===== src/rtl/iommu_msi_arb.sv =====
// MSI arbiter: round-robin grant of edge-latched interrupt sources to one MSI writer; ip_i to req_valid_o is 2 cycles.
// Backpressure: req_valid_o holds with stable src/vec until req_ready_i; one write in flight until done_i.
module iommu_msi_arb #(
  parameter int N_SRC = 4,
  parameter int N_VEC = 16,
  localparam int SRC_W = (N_SRC > 1) ? $clog2(N_SRC) : 1,
  localparam int VEC_W = (N_VEC > 1) ? $clog2(N_VEC) : 1
) (
  input  logic                            clk_i,
  input  logic                            rst_i,
  input  logic                            enable_i,
  input  logic [N_SRC-1:0]                ip_i,
  input  logic [N_SRC-1:0][VEC_W-1:0]     vec_i,
  input  logic [N_VEC-1:0]                vec_masked_i,
  output logic                            req_valid_o,
  input  logic                            req_ready_i,
  output logic [SRC_W-1:0]                req_src_o,
  output logic [VEC_W-1:0]                req_vec_o,
  input  logic                            done_i,
  input  logic                            err_i,
  output logic [N_SRC-1:0]                pend_o,
  output logic                            busy_o,
  output logic                            msi_err_o
);

  typedef enum logic [1:0] {
    IDLE  = 2'd0,
    ISSUE = 2'd1,
    WAIT  = 2'd2
  } state_e;

  typedef struct packed {
    logic [SRC_W-1:0] src;
    logic [VEC_W-1:0] vec;
  } grant_t;

  state_e             state;
  logic [N_SRC-1:0]   ip_q;
  logic [N_SRC-1:0]   pend;
  logic [N_SRC-1:0]   pend_nxt;
  logic [N_SRC-1:0]   rise;
  logic [N_SRC-1:0]   eligible;
  logic [SRC_W-1:0]   ptr;
  logic [SRC_W-1:0]   ptr_nxt;
  logic [SRC_W:0]     cand_sum;
  logic [SRC_W:0]     ptr_sum;
  logic               gnt_vld;
  logic [SRC_W-1:0]   gnt_idx;
  logic               gnt_fire;
  grant_t             gnt_dat;
  grant_t             cur_dat;

  always_comb begin
    rise = ip_i & ~ip_q;
    eligible = '0;
    for (int s = 0; s < N_SRC; s++) begin
      eligible[s] = pend[s] & ~vec_masked_i[vec_i[s]];
    end
  end

  // Round-robin search starting at ptr; first eligible source wins.
  always_comb begin
    gnt_vld  = 1'b0;
    gnt_idx  = '0;
    cand_sum = '0;
    for (int i = 0; i < N_SRC; i++) begin
      cand_sum = {1'b0, ptr} + (SRC_W+1)'(i);
      if (cand_sum >= (SRC_W+1)'(N_SRC)) begin
        cand_sum = cand_sum - (SRC_W+1)'(N_SRC);
      end
      if (!gnt_vld && eligible[cand_sum[SRC_W-1:0]]) begin
        gnt_vld = 1'b1;
        gnt_idx = cand_sum[SRC_W-1:0];
      end
    end
  end

  always_comb begin
    ptr_sum = {1'b0, gnt_idx} + (SRC_W+1)'(1);
    if (ptr_sum >= (SRC_W+1)'(N_SRC)) begin
      ptr_sum = ptr_sum - (SRC_W+1)'(N_SRC);
    end
    ptr_nxt = ptr_sum[SRC_W-1:0];
  end

  assign gnt_fire    = (state == IDLE) && enable_i && gnt_vld;
  assign gnt_dat.src = gnt_idx;
  assign gnt_dat.vec = vec_i[gnt_idx];

  // A new edge on a source being granted this cycle keeps it pending.
  always_comb begin
    pend_nxt = pend;
    if (gnt_fire) begin
      pend_nxt[gnt_idx] = 1'b0;
    end
    if (enable_i) begin
      pend_nxt = pend_nxt | rise;
    end
  end

  always_ff @(posedge clk_i) begin
    if (rst_i) begin
      state       <= IDLE;
      ip_q        <= '0;
      pend        <= '0;
      ptr         <= '0;
      cur_dat     <= '0;
      req_valid_o <= 1'b0;
      busy_o      <= 1'b0;
      msi_err_o   <= 1'b0;
    end else begin
      ip_q      <= ip_i;
      pend      <= pend_nxt;
      msi_err_o <= 1'b0;
      case (state)
        IDLE: begin
          if (gnt_fire) begin
            state       <= ISSUE;
            cur_dat     <= gnt_dat;
            ptr         <= ptr_nxt;
            req_valid_o <= 1'b1;
            busy_o      <= 1'b1;
          end
        end
        ISSUE: begin
          if (req_ready_i) begin
            state       <= WAIT;
            req_valid_o <= 1'b0;
          end
        end
        WAIT: begin
          if (done_i) begin
            state     <= IDLE;
            busy_o    <= 1'b0;
            msi_err_o <= err_i;
          end
        end
        default: begin
          state       <= IDLE;
          req_valid_o <= 1'b0;
          busy_o      <= 1'b0;
        end
      endcase
    end
  end

  assign req_src_o = cur_dat.src;
  assign req_vec_o = cur_dat.vec;
  assign pend_o    = pend;

endmodule

===== config.mk =====
export PLATFORM = sky130hd
export DESIGN_NAME = iommu_msi_arb
export DESIGN_NICKNAME = d
export VERILOG_FILES = /design/src/rtl/iommu_msi_arb.sv
export SDC_FILE = /design/constraint.sdc
export NUM_CORES = 1
export LEC_CHECK = 0
export BUFFER_PORTS_ARGS = -buffer_cell sky130_fd_sc_hd__buf_2
export CORE_MARGIN = 5
export CORE_UTILIZATION = 40
export DETAILED_ROUTE_END_ITERATION = 10
export GPL_TIMING_DRIVEN = 0
export PLACE_DENSITY = 0.77
export SLEW_MARGIN = 20
export SYNTH_ARGS = -nofsm -noshare
export SYNTH_HDL_FRONTEND = slang
export SYNTH_SLANG_ARGS = --single-unit

===== constraint.sdc =====
create_clock -name clk_i -period 6.2 [get_ports clk_i]
set_input_delay 0.62 -clock clk_i [delete_from_list [all_inputs] [get_ports clk_i]]
set_output_delay 0.62 -clock clk_i [all_outputs]
set_load 0.05 [all_outputs]

==> run metrics <==
status=finished clean; TritonCTS buffer count=3; # rows=23; RePlAce Congestion=roughly 0.97; Synth Register Bits=21; Detail Placement HPWL=3.50 mm; CTS tree=done; Final Slew Violations=0; worst slew pin tran=489 ps; ANT cells=0; Max Clock Skew=slightly below 5 ps; worst stage delay on the critical path=between 500 and 600 ps; initial core utilization=between 40% and 50%; Pleak=0.000852 uW; initial antenna violation count=0; Chip Width=between 70 and 80 um; First-pass DRT Iterations=4; Root Driver=clkbuf_8; Crit. Startpoint=vec_i[10]; Synth top area share=between 20% and 30%; Net Count, Synth=~210; combinational share of power=between 30% and 40%; final setup TNS=0 ps; Routed WL=between 4 and 5 mm; H-tree depth=1; Hold Violations, Final=0; Worst Path Required=roughly 6400 ps; post-layout util=between 50% and 60%; Mapped Area=roughly 0.0017 sq mm; DRC viols=0; critical path endpoint category=flop; Setup crit end=ptr[1]$_SDFFE_PP0P_; period utilization=48.3%; most common cell after layout, fill and taps aside=buf_2; initial DRC count=61; area grow syn2layout=21.3%; asr flop ratio synth=0%; internal power=between 200 and 250 uW; Max-cap violations=0; Max Freq=about 330 MHz; gr ovfl total=0; Min-Delay Path Class=reg -> reg; gr usage total=15.9%; Worst R2R Start=pend_o[3]$_SDFF_PP0_; mean post-synth cell area=10.3 sq um; total number of vias=around 1500; total number of yosys warnings=0; dominant cell type by area after synthesis=dfxtp_1; Synth cell types=43; clk sinks=21; Detail Route Antenna Nets=0; Top FF cell, synth=dfxtp_1; cells after synthesis=163; filler-free cell count of the finished design=~270; slowest CP cell=mux4_2; Die ar.=0.00559 sq mm; Critical Setup Path Class=in -> reg; startpoint types=input port; ratio of cells with drive above 1 in the final layout=approximately two fifths; largest net degree at the start of global routing=12; worst setup margin=around 3200 ps; Inst Count DP=between 200 and 300; Die Ht=about 75 um; pwr dens=roughly 180 mW/mm^2; Setup violations, final=0; hold buffers post-CTS=0; Setup Buffers After CTS=0; IO Count=between 50 and 60; Worst IR Drop VDD=0.183 mV; routed len/inst=roughly 16 um; Tot Pwr=374 uW; CP cell instances=buf_2 > mux4_2 > mux2_2 > o32a_1 > and2_1 > a21oi_1 > buf_2 > ha_1 > or2_0 > a21oi_1; Area contributors post-synth=dfxtp_1 (25%), mux2i_1 (13%), mux4_2 (11%), mux4_1 (4.7%), nand3b_1 (4.0%); Tmin final=roughly 3000 ps; most frequent cells in the layout=buf_2 (53), mux2i_1 (21), dfxtp_1 (21); EDFF count, synth=0; Max Fanout on Critical Path=11; I/O Buffers=50; end of the worst register-to-register path=ptr[1]$_SDFFE_PP0P_; Core Box Area=between 0.004 and 0.005 sq mm; Worst R2R Setup Slack=3850 ps; Worst EP arrival=approximately 3200 ps; sequential-to-total area share from yosys stat=about a quarter; DR vias/cell=around 5.6; r2r worst-path depth=9; wire length of the first global-routing pass=just under 7 mm; sw frac=between 30% and 40%; worst skew pair latency=around 260 ps; worst slack at placement=approximately 3000 ps; normalized max-slew margin=about two thirds; setup repair after global routing missed its margin=false; clock power share=23.6%; Psw=128 uW; vias in the first global route=about 1500; Clk pin slew, worst setup/hold paths=approximately 70 ps; Flop pwr share=40.2%; CTS max path bufs=2; CTS resizes=0; Final nets=between 200 and 300
## flip-flops by register name, summed over array words and instances, names as in the netlist
| signal | cells |
|---|---|
| busy_o | 1 |
| ip_q | 4 |
| msi_err_o | 1 |
| pend_o | 4 |
| ptr | 2 |
| req_src_o | 2 |
| req_valid_o | 1 |
| req_vec_o | 4 |
| state | 2 |
## kinds of logic after synthesis
kind of cell | share of synthesized area, %
compound gates | 17.4
fa+ha+maj | 2.98
buf+inv | 4.47
flops | 25.0
mux | 32.0
simple gates | 18.1
## worst max-delay path: cells and delay by family
family / cells / cell delay, ps
buffers and inverters: 2 / 550
AND/OR/NAND/NOR: 2 / 400
multiplexers: 2 / 800
AO/OA/AOI/OAI: 3 / 530
adder cells (fa/ha/maj): 1 / 290
## stage by stage
| step | cell area, sq um | hold slack [ps] |
|---|---|---|
| after detailed placement | 1990 | 456 |
| final | 2040 | 464 |
| after global routing | 2040 | 483 |
| after floorplan | 1680 | 454 |
| after CTS | 2040 | 469 |
| after global placement | 1990 | 446 |
## cell type report
type	count	area [sq um]
fill	409	1990
multi-input combinational	126	1180
sequential	21	420
timing repair buffer	50	250
tap	50	62.6
clock buffer	4	45.0
buffer	8	45.0
inverter	8	30.0
## power groups by stage
stage / clock network (uW) / logic (uW) / registers (uW)
floorplan: 0 / 74.1 / 173
global placement: 0 / 133 / 153
detailed placement: 0 / 136 / 154
CTS: 90.9 / 136 / 151
global route: 94.4 / 147 / 152
finish: 88.2 / 136 / 151
## metal layers
metal / vias to the layer above / share of wire, % / global-route usage, %
li1: 727 / - / -
met1: 682 / 43 / 19.6
met2: 69 / 46 / 27.7
met3: 7 / 9.4 / 3.20
met4: 0 / 1.5 / 5.53
met5: - / 0 / 0
## cells in the mapped netlist, drive strengths merged, types with 3 or more instances
cell and number:
a21oi 9, a221oi 3, buf 5, clkbuf 3
dfxtp 21, ha 4, inv 8, mux2 6
mux2i 21, mux4 11, nand2 10, nand2b 3
nand3b 9, nor2 8, nor2b 10, o21ai 7
o221ai 5
## worst min-delay path by stage
stage	from	to	slack (ps)	cells past startpoint
after detailed placement	busy_o$_SDFFE_PP0P_	busy_o$_SDFFE_PP0P_	460	2
after global routing	busy_o$_SDFFE_PP0P_	busy_o$_SDFFE_PP0P_	480	2
after CTS	busy_o$_SDFFE_PP0P_	busy_o$_SDFFE_PP0P_	470	2
final	req_valid_o$_SDFFE_PP0P_	req_valid_o$_SDFFE_PP0P_	460	2
after floorplan	state[0]$_SDFFE_PP0P_	msi_err_o$_SDFF_PP0_	450	1
after global placement	busy_o$_SDFFE_PP0P_	busy_o$_SDFFE_PP0P_	450	2
(Power assumes the default switching activity.)
